==> src/rtl/wb_interconnect_nxm.sv <==
// wb_interconnect_nxm
//   Shared-bus Wishbone interconnect connecting NM masters to NS slaves.
//   A registered round-robin arbiter picks one master. The granted master's
//   address, byte selects, write enable and write data are broadcast to every
//   slave. Only the slave selected by adr[AW-1:MSK] sees cyc/stb. Responses
//   pass straight back to the owner with no added latency.
//   Strobes to unmapped slave indices get a one-cycle decode error.
//   A watchdog turns a slave that never responds into a one-cycle bus error.
//
// Ports
//   clk, rst             clock, synchronous active-high reset
//   s_wb_*               upstream (master-facing) buses, master i in slice i
//   m_wb_*               downstream (slave-facing) broadcast plus per-slave cyc/stb
//   o_grant              one-hot owner of the bus (0 while idle)
//   o_timeout            one-cycle pulse when the watchdog fires
module wb_interconnect_nxm #(
  parameter int NM     = 2,
  parameter int NS     = 4,
  parameter int AW     = 32,
  parameter int DW     = 128,
  parameter int MSK    = 24,
  parameter int TO_CYC = 255
) (
  input  logic                 clk,
  input  logic                 rst,
  input  logic [NM*AW-1:0]     s_wb_adr,
  input  logic [NM*(DW/8)-1:0] s_wb_sel,
  input  logic [NM-1:0]        s_wb_we,
  input  logic [NM*DW-1:0]     s_wb_dat_i,
  output logic [NM*DW-1:0]     s_wb_dat_o,
  input  logic [NM-1:0]        s_wb_cyc,
  input  logic [NM-1:0]        s_wb_stb,
  output logic [NM-1:0]        s_wb_ack,
  output logic [NM-1:0]        s_wb_err,
  output logic [AW-1:0]        m_wb_adr,
  output logic [DW/8-1:0]      m_wb_sel,
  output logic                 m_wb_we,
  output logic [DW-1:0]        m_wb_dat_o,
  input  logic [NS*DW-1:0]     m_wb_dat_i,
  output logic [NS-1:0]        m_wb_cyc,
  output logic [NS-1:0]        m_wb_stb,
  input  logic [NS-1:0]        m_wb_ack,
  input  logic [NS-1:0]        m_wb_err,
  output logic [NM-1:0]        o_grant,
  output logic                 o_timeout
);

  localparam int SW  = DW / 8;
  localparam int GW  = (NM > 1) ? $clog2(NM) : 1;
  localparam int SIW = (NS > 1) ? $clog2(NS) : 1;
  localparam int IW  = AW - MSK;
  // Wide enough to hold both the address index and NS without truncation.
  localparam int CW  = IW + 5;
  localparam int TW  = $clog2(TO_CYC + 1);

  typedef enum logic [1:0] {
    ST_IDLE   = 2'd0,
    ST_GRANT  = 2'd1,
    ST_DECERR = 2'd2,
    ST_TOERR  = 2'd3
  } state_t;

  state_t          state_r, state_nxt_s;
  logic [NM-1:0]   gnt_r, gnt_nxt_s;
  logic [GW-1:0]   gidx_r, gidx_nxt_s;
  logic [GW-1:0]   last_r, last_nxt_s;
  logic [GW-1:0]   pick_s;
  logic [TW-1:0]   wd_cnt_r, wd_nxt_s, wd_inc_s;
  logic [AW-1:0]   g_adr_s;
  logic [IW-1:0]   idx_s;
  logic [SIW-1:0]  sidx_s;
  logic            hit_s, g_cyc_s, g_stb_s, sl_ack_s, sl_err_s, stall_s, any_req_s;

  // Decode of the current owner's request and the selected slave's response.
  assign g_adr_s   = s_wb_adr[gidx_r*AW +: AW];
  assign g_cyc_s   = s_wb_cyc[gidx_r];
  assign g_stb_s   = s_wb_stb[gidx_r];
  assign idx_s     = g_adr_s[AW-1:MSK];
  assign hit_s     = (CW'(idx_s) < CW'(NS));
  assign sidx_s    = SIW'(idx_s);
  assign sl_ack_s  = hit_s & m_wb_ack[sidx_s];
  assign sl_err_s  = hit_s & m_wb_err[sidx_s];
  assign any_req_s = |s_wb_cyc;
  assign stall_s   = (state_r == ST_GRANT) && g_stb_s && hit_s && !sl_ack_s && !sl_err_s;
  assign wd_inc_s  = (wd_cnt_r == TW'(TO_CYC)) ? wd_cnt_r : wd_cnt_r + TW'(1);
  assign o_grant   = gnt_r;

  // Round-robin pick: walking downward leaves the nearest requester after last_r.
  always_comb begin
    pick_s = last_r;
    for (int k = NM; k >= 1; k--) begin
      pick_s = s_wb_cyc[GW'((int'(last_r) + k) % NM)] ? GW'((int'(last_r) + k) % NM) : pick_s;
    end
  end

  // Next-state logic for arbitration, error states and the watchdog.
  always_comb begin
    state_nxt_s = state_r;
    gnt_nxt_s   = gnt_r;
    gidx_nxt_s  = gidx_r;
    last_nxt_s  = last_r;
    wd_nxt_s    = '0;
    case (state_r)
      ST_IDLE: begin
        if (any_req_s) begin
          state_nxt_s = ST_GRANT;
          gnt_nxt_s   = NM'(1) << pick_s;
          gidx_nxt_s  = pick_s;
          last_nxt_s  = pick_s;
        end else begin
          gnt_nxt_s   = '0;
        end
      end
      ST_GRANT: begin
        if (!g_cyc_s) begin
          state_nxt_s = ST_IDLE;
          gnt_nxt_s   = '0;
        end else if (g_stb_s && !hit_s) begin
          state_nxt_s = ST_DECERR;
        end else if (stall_s) begin
          wd_nxt_s = wd_inc_s;
          // Fire on the cycle the count reaches TO_CYC so exactly TO_CYC strobe cycles elapse.
          if (wd_inc_s == TW'(TO_CYC)) begin
            state_nxt_s = ST_TOERR;
          end else begin
            state_nxt_s = ST_GRANT;
          end
        end else begin
          state_nxt_s = ST_GRANT;
        end
      end
      ST_DECERR: state_nxt_s = ST_GRANT;
      ST_TOERR:  state_nxt_s = ST_GRANT;
      default: begin
        state_nxt_s = ST_IDLE;
        gnt_nxt_s   = '0;
      end
    endcase
  end

  // Slave-side broadcast/strobe routing and master-side response routing.
  always_comb begin
    m_wb_adr   = '0;
    m_wb_sel   = '0;
    m_wb_we    = 1'b0;
    m_wb_dat_o = '0;
    m_wb_cyc   = '0;
    m_wb_stb   = '0;
    s_wb_ack   = '0;
    s_wb_err   = '0;
    s_wb_dat_o = '0;
    o_timeout  = 1'b0;
    case (state_r)
      ST_GRANT: begin
        m_wb_adr   = g_adr_s;
        m_wb_sel   = s_wb_sel[gidx_r*SW +: SW];
        m_wb_we    = s_wb_we[gidx_r];
        m_wb_dat_o = s_wb_dat_i[gidx_r*DW +: DW];
        if (hit_s) begin
          m_wb_cyc[sidx_s] = g_cyc_s;
          m_wb_stb[sidx_s] = g_stb_s;
          s_wb_ack[gidx_r] = sl_ack_s;
          s_wb_err[gidx_r] = sl_err_s;
          s_wb_dat_o[gidx_r*DW +: DW] = m_wb_dat_i[sidx_s*DW +: DW];
        end else begin
          // Unmapped: nothing strobed; the error is reported from DECERR next cycle.
          s_wb_err[gidx_r] = 1'b0;
        end
      end
      ST_DECERR: begin
        m_wb_adr   = g_adr_s;
        m_wb_sel   = s_wb_sel[gidx_r*SW +: SW];
        m_wb_we    = s_wb_we[gidx_r];
        m_wb_dat_o = s_wb_dat_i[gidx_r*DW +: DW];
        s_wb_err[gidx_r] = 1'b1;
      end
      ST_TOERR: begin
        // cyc/stb stay low so the hung slave is abandoned; any late ack is dropped.
        m_wb_adr   = g_adr_s;
        m_wb_sel   = s_wb_sel[gidx_r*SW +: SW];
        m_wb_we    = s_wb_we[gidx_r];
        m_wb_dat_o = s_wb_dat_i[gidx_r*DW +: DW];
        s_wb_err[gidx_r] = 1'b1;
        o_timeout        = 1'b1;
      end
      default: begin
        m_wb_cyc = '0;
      end
    endcase
  end

  // State, grant, round-robin pointer and watchdog registers.
  always_ff @(posedge clk) begin
    if (rst) begin
      state_r  <= ST_IDLE;
      gnt_r    <= '0;
      gidx_r   <= '0;
      last_r   <= GW'(NM - 1);
      wd_cnt_r <= '0;
    end else begin
      state_r  <= state_nxt_s;
      gnt_r    <= gnt_nxt_s;
      gidx_r   <= gidx_nxt_s;
      last_r   <= last_nxt_s;
      wd_cnt_r <= wd_nxt_s;
    end
  end

endmodule

==> config.mk <==
export PLATFORM = sky130hd
export DESIGN_NAME = wb_interconnect_nxm
export DESIGN_NICKNAME = d
export VERILOG_FILES = /design/src/rtl/wb_interconnect_nxm.sv
export SDC_FILE = /design/constraint.sdc
export NUM_CORES = 1
export LEC_CHECK = 0
export CAP_MARGIN = 20
export CORE_AREA = 10 10 513 515
export DETAILED_ROUTE_END_ITERATION = 16
export DIE_AREA = 0 0 523 525
export HOLD_SLACK_MARGIN = 0.02
export SYNTH_ARGS = -nofsm -noshare
export SYNTH_HDL_FRONTEND = slang
export SYNTH_SLANG_ARGS = --single-unit
==> constraint.sdc <==
create_clock -name clk -period 2.2 [get_ports clk]
set_clock_uncertainty 0.15 [all_clocks]
set_input_delay 0.44 -clock clk [delete_from_list [all_inputs] [get_ports clk]]
set_output_delay 0.44 -clock clk [all_outputs]
set_load 0.02 [all_outputs]
==> impl_metrics.toml, run 1 <==
[run_status]
status = "finished, violations left"
violations = "setup timing"

[timing]
period_share = 1.48
grt_setup_unrepaired = "true"
period_minus_slack_ps = 3260
setup_slack_ps = -1060
setup_tns_ps = -323680
setup_viol = 454
fmax_ghz = 0.307
hold_viol_final = 0
drv_slew = 0
slew-limit-headroom = 0.666
tightest_slew_ps = 487

[logic_synthesis]
avgSynthCellArea_sq_um = 8.68
ys_warn_count = 0
synth_edf_count = 0
synth_top_area_frac = 0.347
synth_top_flop_cell = "dfxtp_1"
synthTopCellsByArea = "mux4_2, mux2i_1, and2_1"
syn-cell-area_sq_um = 8440
async_reset_ff_frac = 0
synth_top_area_cell = "mux4_2"
synth_cell_type_count = 44
synthesis.nets = 1853
synth_cells = 972
ys_ff_latch = 14
ys_seq_area_frac = 0.0332

[cts]
clock_latency_ps = 250
cts_buffers = 3
clk_path_buf_depth = 2
cts.sinks = 14
clkSlewWorstSetupHoldPaths_ps = 50
ctsHoldBuffers = 0
clk_root_buffer_cell = "clkbuf_16"
htreeDepth = 1
cts_tree = "done"

[drt]
top_layer = "met5"
drtIter0Drc = 937
wl_met1_microns = 70300
drtPass1Iterations = 5
drtAntennaViolNets = 0
via_per_inst = 2.72
wl_met3_microns = 25200
route.vias.total = 16100
drcViolationCount = 0
routedWlPerCell_microns = 34.1
wl_met2_microns = 94500
wirelength_microns = 202000

[floorplanning]
die_h_microns = 525
die_area_sq_um = 275000
coreArea_sq_um = 253000
io_pins = 1328
rows = 185
initial_core_util = 0.0334
fp.dieW_microns = 523

[placed_design]
place_ws_ps = -1400
gp_congestion = 0.943
place_hpwl_microns = 185000
portBuffers = 1327

[cells_and_area]
final_common_cell = "clkdlybuf4s50_1"
fillers = 28600
fin_nets = 3350
final_layout_size_suffix_gt1_frac = 0.457
syn_to_final_growth_pct = 284
final_cell_mix = "clkdlybuf4s50_1, buf_12, buf_6"

[min_path]
hp-class = "flip-flop to flip-flop"
hold_start = "o_grant[0]$_SDFFE_PP0P_"
hold_depth = 2
holdPathEnd = "o_grant[0]$_SDFFE_PP0P_"

[global_route]
grt_overflow = 0
grt_pass1_wl_microns = 233000
antenna_found_initial = 184
grtUsageTotal = 0.136
grt_start_max_net_pins = 44
grt_pass1_vias = 16700

[setup_path]
crit_type = "flip-flop to output port"
worstPathRequired_ps = 1610
critPathLaunch = "gidx_r$_SDFFE_PP0P_"
r2r_end = "wd_cnt_r[3]$_SDFF_PP0_"
crit_path_start_kind = "flip-flop"
crit_path_max_fanout = 6
r2r-start = "gidx_r$_SDFFE_PP0P_"
cp-end-kind = "output port"
crit_path_max_incr_delay_ps = 620
cpMostUsedCell = "buf_12"
r2r_slack_ps = -460
cp_slowest_cell = "mux4_2"
cp_cell_sequence = "buf_12 > mux2_8 > buf_12 > buf_12 > buf_12 > mux4_2 > and2_4 > buf_12"
crit_arrival_ps = 2670
r2r_cells = 10

[pwr]
ir_worst_vdd_uv = 232
p_per_area_nw_per_um2 = 283
power.leakage_uw = 0.0118
total_power_uw = 9160

[run]
maxCapViolCount = 0
-- through the flow --
stage | utilization | area (sq um) | instances | hold WS [ps]
6_report | 0.128 | 32400 | 5916 | 365
5_1_grt | 0.128 | 32300 | 5893 | 403
4_1_cts | 0.123 | 31000 | 5769 | 374
3_5_place_dp | 0.111 | 28100 | 5683 | 365
3_3_place_gp | 0.111 | 28100 | 5683 | 339
2_1_floorplan | - | 8970 | 972 | 322
-- synthesized netlist by cell type (3+ instances only) --
cell type,count
mux2i_1,182
inv_1,5
and4_1,3
buf_2,26
buf_1,9
nand2_1,12
o21ai_0,3
and3_1,4
nor2b_1,131
buf_6,10
clkbuf_1,56
mux4_2,130
a21oi_1,7
and2_1,132
dfxtp_1,14
nand2b_1,3
nor3_1,11
nand3_1,7
nor2_1,195
-- layer usage --
metal,vias to the layer above,GRT usage
li1,6591,-
met1,7676,0.144
met2,1378,0.231
met3,362,0.0643
met4,72,0.0547
met5,-,0
-- power breakdown --
| part | leakage (uW) | total [uW] | internal [uW] | switching (uW) |
|---|---|---|---|---|
| sequential | 0.000115 | 275 | 265 | 10.1 |
| clock | 0.0000447 | 386 | 276 | 110 |
| combinational | 0.0117 | 8500 | 4450 | 4050 |
| total | 0.0118 | 9160 | 4990 | 4170 |
-- registers in the layout (all words and copies together) (netlist names) --
signal	cells
gidx_r	1
last_r	1
o_grant	2
state_r	2
wd_cnt_r	8
-- how the worst max path moves through the flow --
stage	to	slack (ps)	depth (start not counted)
after floorplan	s_wb_dat_o[209]	-190	7
after global placement	s_wb_dat_o[212]	-1420	9
after detailed placement	s_wb_dat_o[212]	-1400	9
after CTS	s_wb_dat_o[52]	-1100	8
after global routing	s_wb_dat_o[15]	-1090	9
final	s_wb_dat_o[110]	-1060	8
-- worst max-delay path: cells and delay by family (launching register included) --
kind,cells,cell delay (ps)
mux,2,1090
flops,1,340
simple gates,1,230
buf+inv,5,690
-- cells by family after synthesis --
logic type / count (synthesis) / synth area share
buffers and inverters: 106 / 0.0599
multiplexers: 315 / 0.567
adder cells (fa/ha/maj): 1 / 0.00148
AO/OA/AOI/OAI: 23 / 0.0178
XOR/XNOR: 3 / 0.00311
flip-flops: 14 / 0.0332
AND/OR/NAND/NOR: 510 / 0.317
-- repair_timing --
action                                 4_1_cts  5_1_grt
setup endpoints to repair                  454      454
endpoints found under the hold margin        0        0
setup buffers                               66       57
cloned                                      16       14
pin swaps                                   34       43
gates resized for setup                    537      426
-- layout make-up --
| cell class | instances | area, sq um | share of cell area |
|---|---|---|---|
| Clock buffer | 4 | 88.8 | 0.00274 |
| Tap cell | 3366 | 4210 | 0.130 |
| Sequential cell | 14 | 284 | 0.00877 |
| Inverter | 5 | 18.8 | 0.000580 |
| Antenna cell | 82 | 205 | 0.00634 |
| Multi-Input combinational cell | 852 | 9370 | 0.289 |
| Timing Repair Buffer | 1593 | 18200 | 0.562 |
No activity file was read; power rests on OpenSTA's default activity.
==> run 2, diff against run 1 <==
--- a/config.mk
+++ b/config.mk
@@ -10,6 +10,7 @@
 export DETAILED_ROUTE_END_ITERATION = 16
 export DIE_AREA = 0 0 523 525
 export HOLD_SLACK_MARGIN = 0.02
+export MAX_ROUTING_LAYER = met4
 export SYNTH_ARGS = -nofsm -noshare
 export SYNTH_HDL_FRONTEND = slang
 export SYNTH_SLANG_ARGS = --single-unit
==> run 2 against run 1 <==
Compared with the run above:
- final cell count rose by 0.98%
- sequential cell count did not move
- the run still ends with setup timing left
- count of clock-buffer cells in the layout did not move
- largest power group unchanged
- maximum frequency fell by 0.60%
- routed wire length rose by 0.32%
- register-to-register slack barely moved
- critical path type unchanged
==> impl_metrics.toml, run 2 (synthesized netlist as in run 1, its figures left out) <==
[cells_and_area]
syn_to_final_growth_pct = 286
largest_reg_flops = 8
final_common_cell = "clkdlybuf4s50_1"
fin_cells = 5974
regMostFlops = "wd_cnt_r"
final_cell_mix = "clkdlybuf4s50_1, buf_12, buf_6"
final_core_util = 0.129
fin_nets = 3353
final_layout_size_suffix_gt1_frac = 0.459

[floorplanning]
die_area_sq_um = 275000
rows = 185
fp.dieW_microns = 523
io_pins = 1328
initial_core_util = 0.0334
coreArea_sq_um = 253000
die_h_microns = 525

[min_path]
hp-class = "flip-flop to flip-flop"
hold_start = "o_grant[0]$_SDFFE_PP0P_"

[setup_path]
crit_path_max_incr_delay_ps = 630
cpMostUsedCell = "buf_16"
critPathLaunch = "gidx_r$_SDFFE_PP0P_"
crit_arrival_ps = 2690
cp_cell_sequence = "buf_12 > mux2_8 > buf_16 > buf_16 > mux4_2 > and2_4 > buf_6"
crit_family = "multiplexers"
crit_type = "flip-flop to output port"
crit_path_start_kind = "flip-flop"
r2r_slack_ps = -450
worstPathRequired_ps = 1610
cp-end-kind = "output port"
r2r-start = "gidx_r$_SDFFE_PP0P_"
crit_path_max_fanout = 8
critical_path_buf_inv_count = 4
cp_slowest_cell = "mux4_2"

[run_status]
violations = "setup timing"
status = "finished, violations left"

[pwr]
pwr-share-clk = 0.042
p_int_uw = 5020
power_frac_seq = 0.030
p_switching_uw = 4210
ir_worst_vdd_uv = 234
combPwrFrac = 0.929
p_per_area_nw_per_um2 = 283
swShare = 0.456
power.leakage_uw = 0.0119

[timing]
period_minus_slack_ps = 3280
grt_setup_unrepaired = "true"
period_share = 1.49
setup_slack_ps = -1080
tightest_slew_ps = 492
hold_viol_final = 0
slew-limit-headroom = 0.663
setup_viol = 454
fmax_ghz = 0.305
drv_slew = 0

[global_route]
grt_pass1_vias = 16700
grtUsageTotal = 0.140
grt_pass1_wl_microns = 233000
grt_util_met3 = 0.0663
busiest_layer = "met2"
use_met1 = 0.143
grt_overflow = 0
met2_usage = 0.231
antenna_found_initial = 187
grt_start_max_net_pins = 44

[cts]
clk_path_buf_depth = 2
ctsHoldBuffers = 0
cts_buffers = 3
htreeDepth = 1
cts.sinks = 14
clock_latency_ps = 240
clkSlewWorstSetupHoldPaths_ps = 50
cts_tree = "done"
clk_root_buffer_cell = "clkbuf_16"

[drt]
routedWlPerCell_microns = 33.9
drtAntennaViolNets = 0
wirelength_microns = 202000
via_per_inst = 2.70
route.vias.total = 16100
drtPass1Iterations = 5
drtIter0Drc = 902
drcViolationCount = 0

[placed_design]
place_hpwl_microns = 185000
portBuffers = 1327
dp.cells = 5683
gp_congestion = 0.960

[run]
maxCapViolCount = 0
[run 2: cell count changes in the layout (fill, tap and decap cells not counted), sizes merged]
cell and change:
buf -2, diode +55, clkbuf +10, dlygate4sd2 -6, clkdlybuf4s15 +1
[run 2: per-layer routing]
metal | share of wire | wire [microns]
met5 | 0 | 0
met4 | 0.049 | 9960
met3 | 0.12 | 24900
met2 | 0.47 | 96100
met1 | 0.35 | 71400
[run 2: final timing paths]
check,end,depth (start not counted)
setup reg to reg,wd_cnt_r[3]$_SDFF_PP0_,10
hold / removal,o_grant[0]$_SDFFE_PP0P_,2
setup / recovery,s_wb_dat_o[38],7
hold reg to reg,o_grant[0]$_SDFFE_PP0P_,2
[run 2: power groups by stage]
stage               Clock, uW  Combinational [uW]  Sequential (uW)
global route              405                8980              277
detailed placement          0                7390              299
finish                    385                8580              275
global placement            0                7360              298
floorplan                   0                2390              278
CTS                       389                8270              275
[run 2: worst min-delay path, delay by kind of cell (launching register included)]
kind | cells | cell delay, ps
DFF | 1 | 330
AOI/OAI and AO/OA | 1 | 60
and+or+nand+nor | 1 | 90
[run 2: area by class of cell]
cell class	count	area [sq um]
diodes	137	343
clock buffers	4	88.8
inverters	5	18.8
multi-input cells	852	9360
fillers	28600	220000
well taps	3366	4210
flip-flops and latches	14	284
repair buffers	1596	18300
[run 2: metrics by stage]
| step | hold slack (ps) | total power, uW | worst slack, ps | area, sq um | setup TNS [ps] |
|---|---|---|---|---|---|
| 4_1_cts | 374 | 8930 | -1100 | 31000 | -350160 |
| 3_3_place_gp | 339 | 7660 | -1420 | 28100 | -404710 |
| 3_5_place_dp | 365 | 7690 | -1400 | 28100 | -405370 |
| 6_report | 365 | 9240 | -1080 | 32600 | -330520 |
| 2_1_floorplan | 322 | 2670 | -193 | 8970 | -36600 |
| 5_1_grt | 403 | 9670 | -1110 | 32500 | -361050 |
[run 2: timing repair]
| action | in CTS | in global routing |
|---|---|---|
| pin swaps | 34 | 41 |
| setup endpoints to repair | 454 | 454 |
| gates resized for setup | 537 | 440 |
| cloned | 16 | 15 |
| buffers inserted | 66 | 60 |
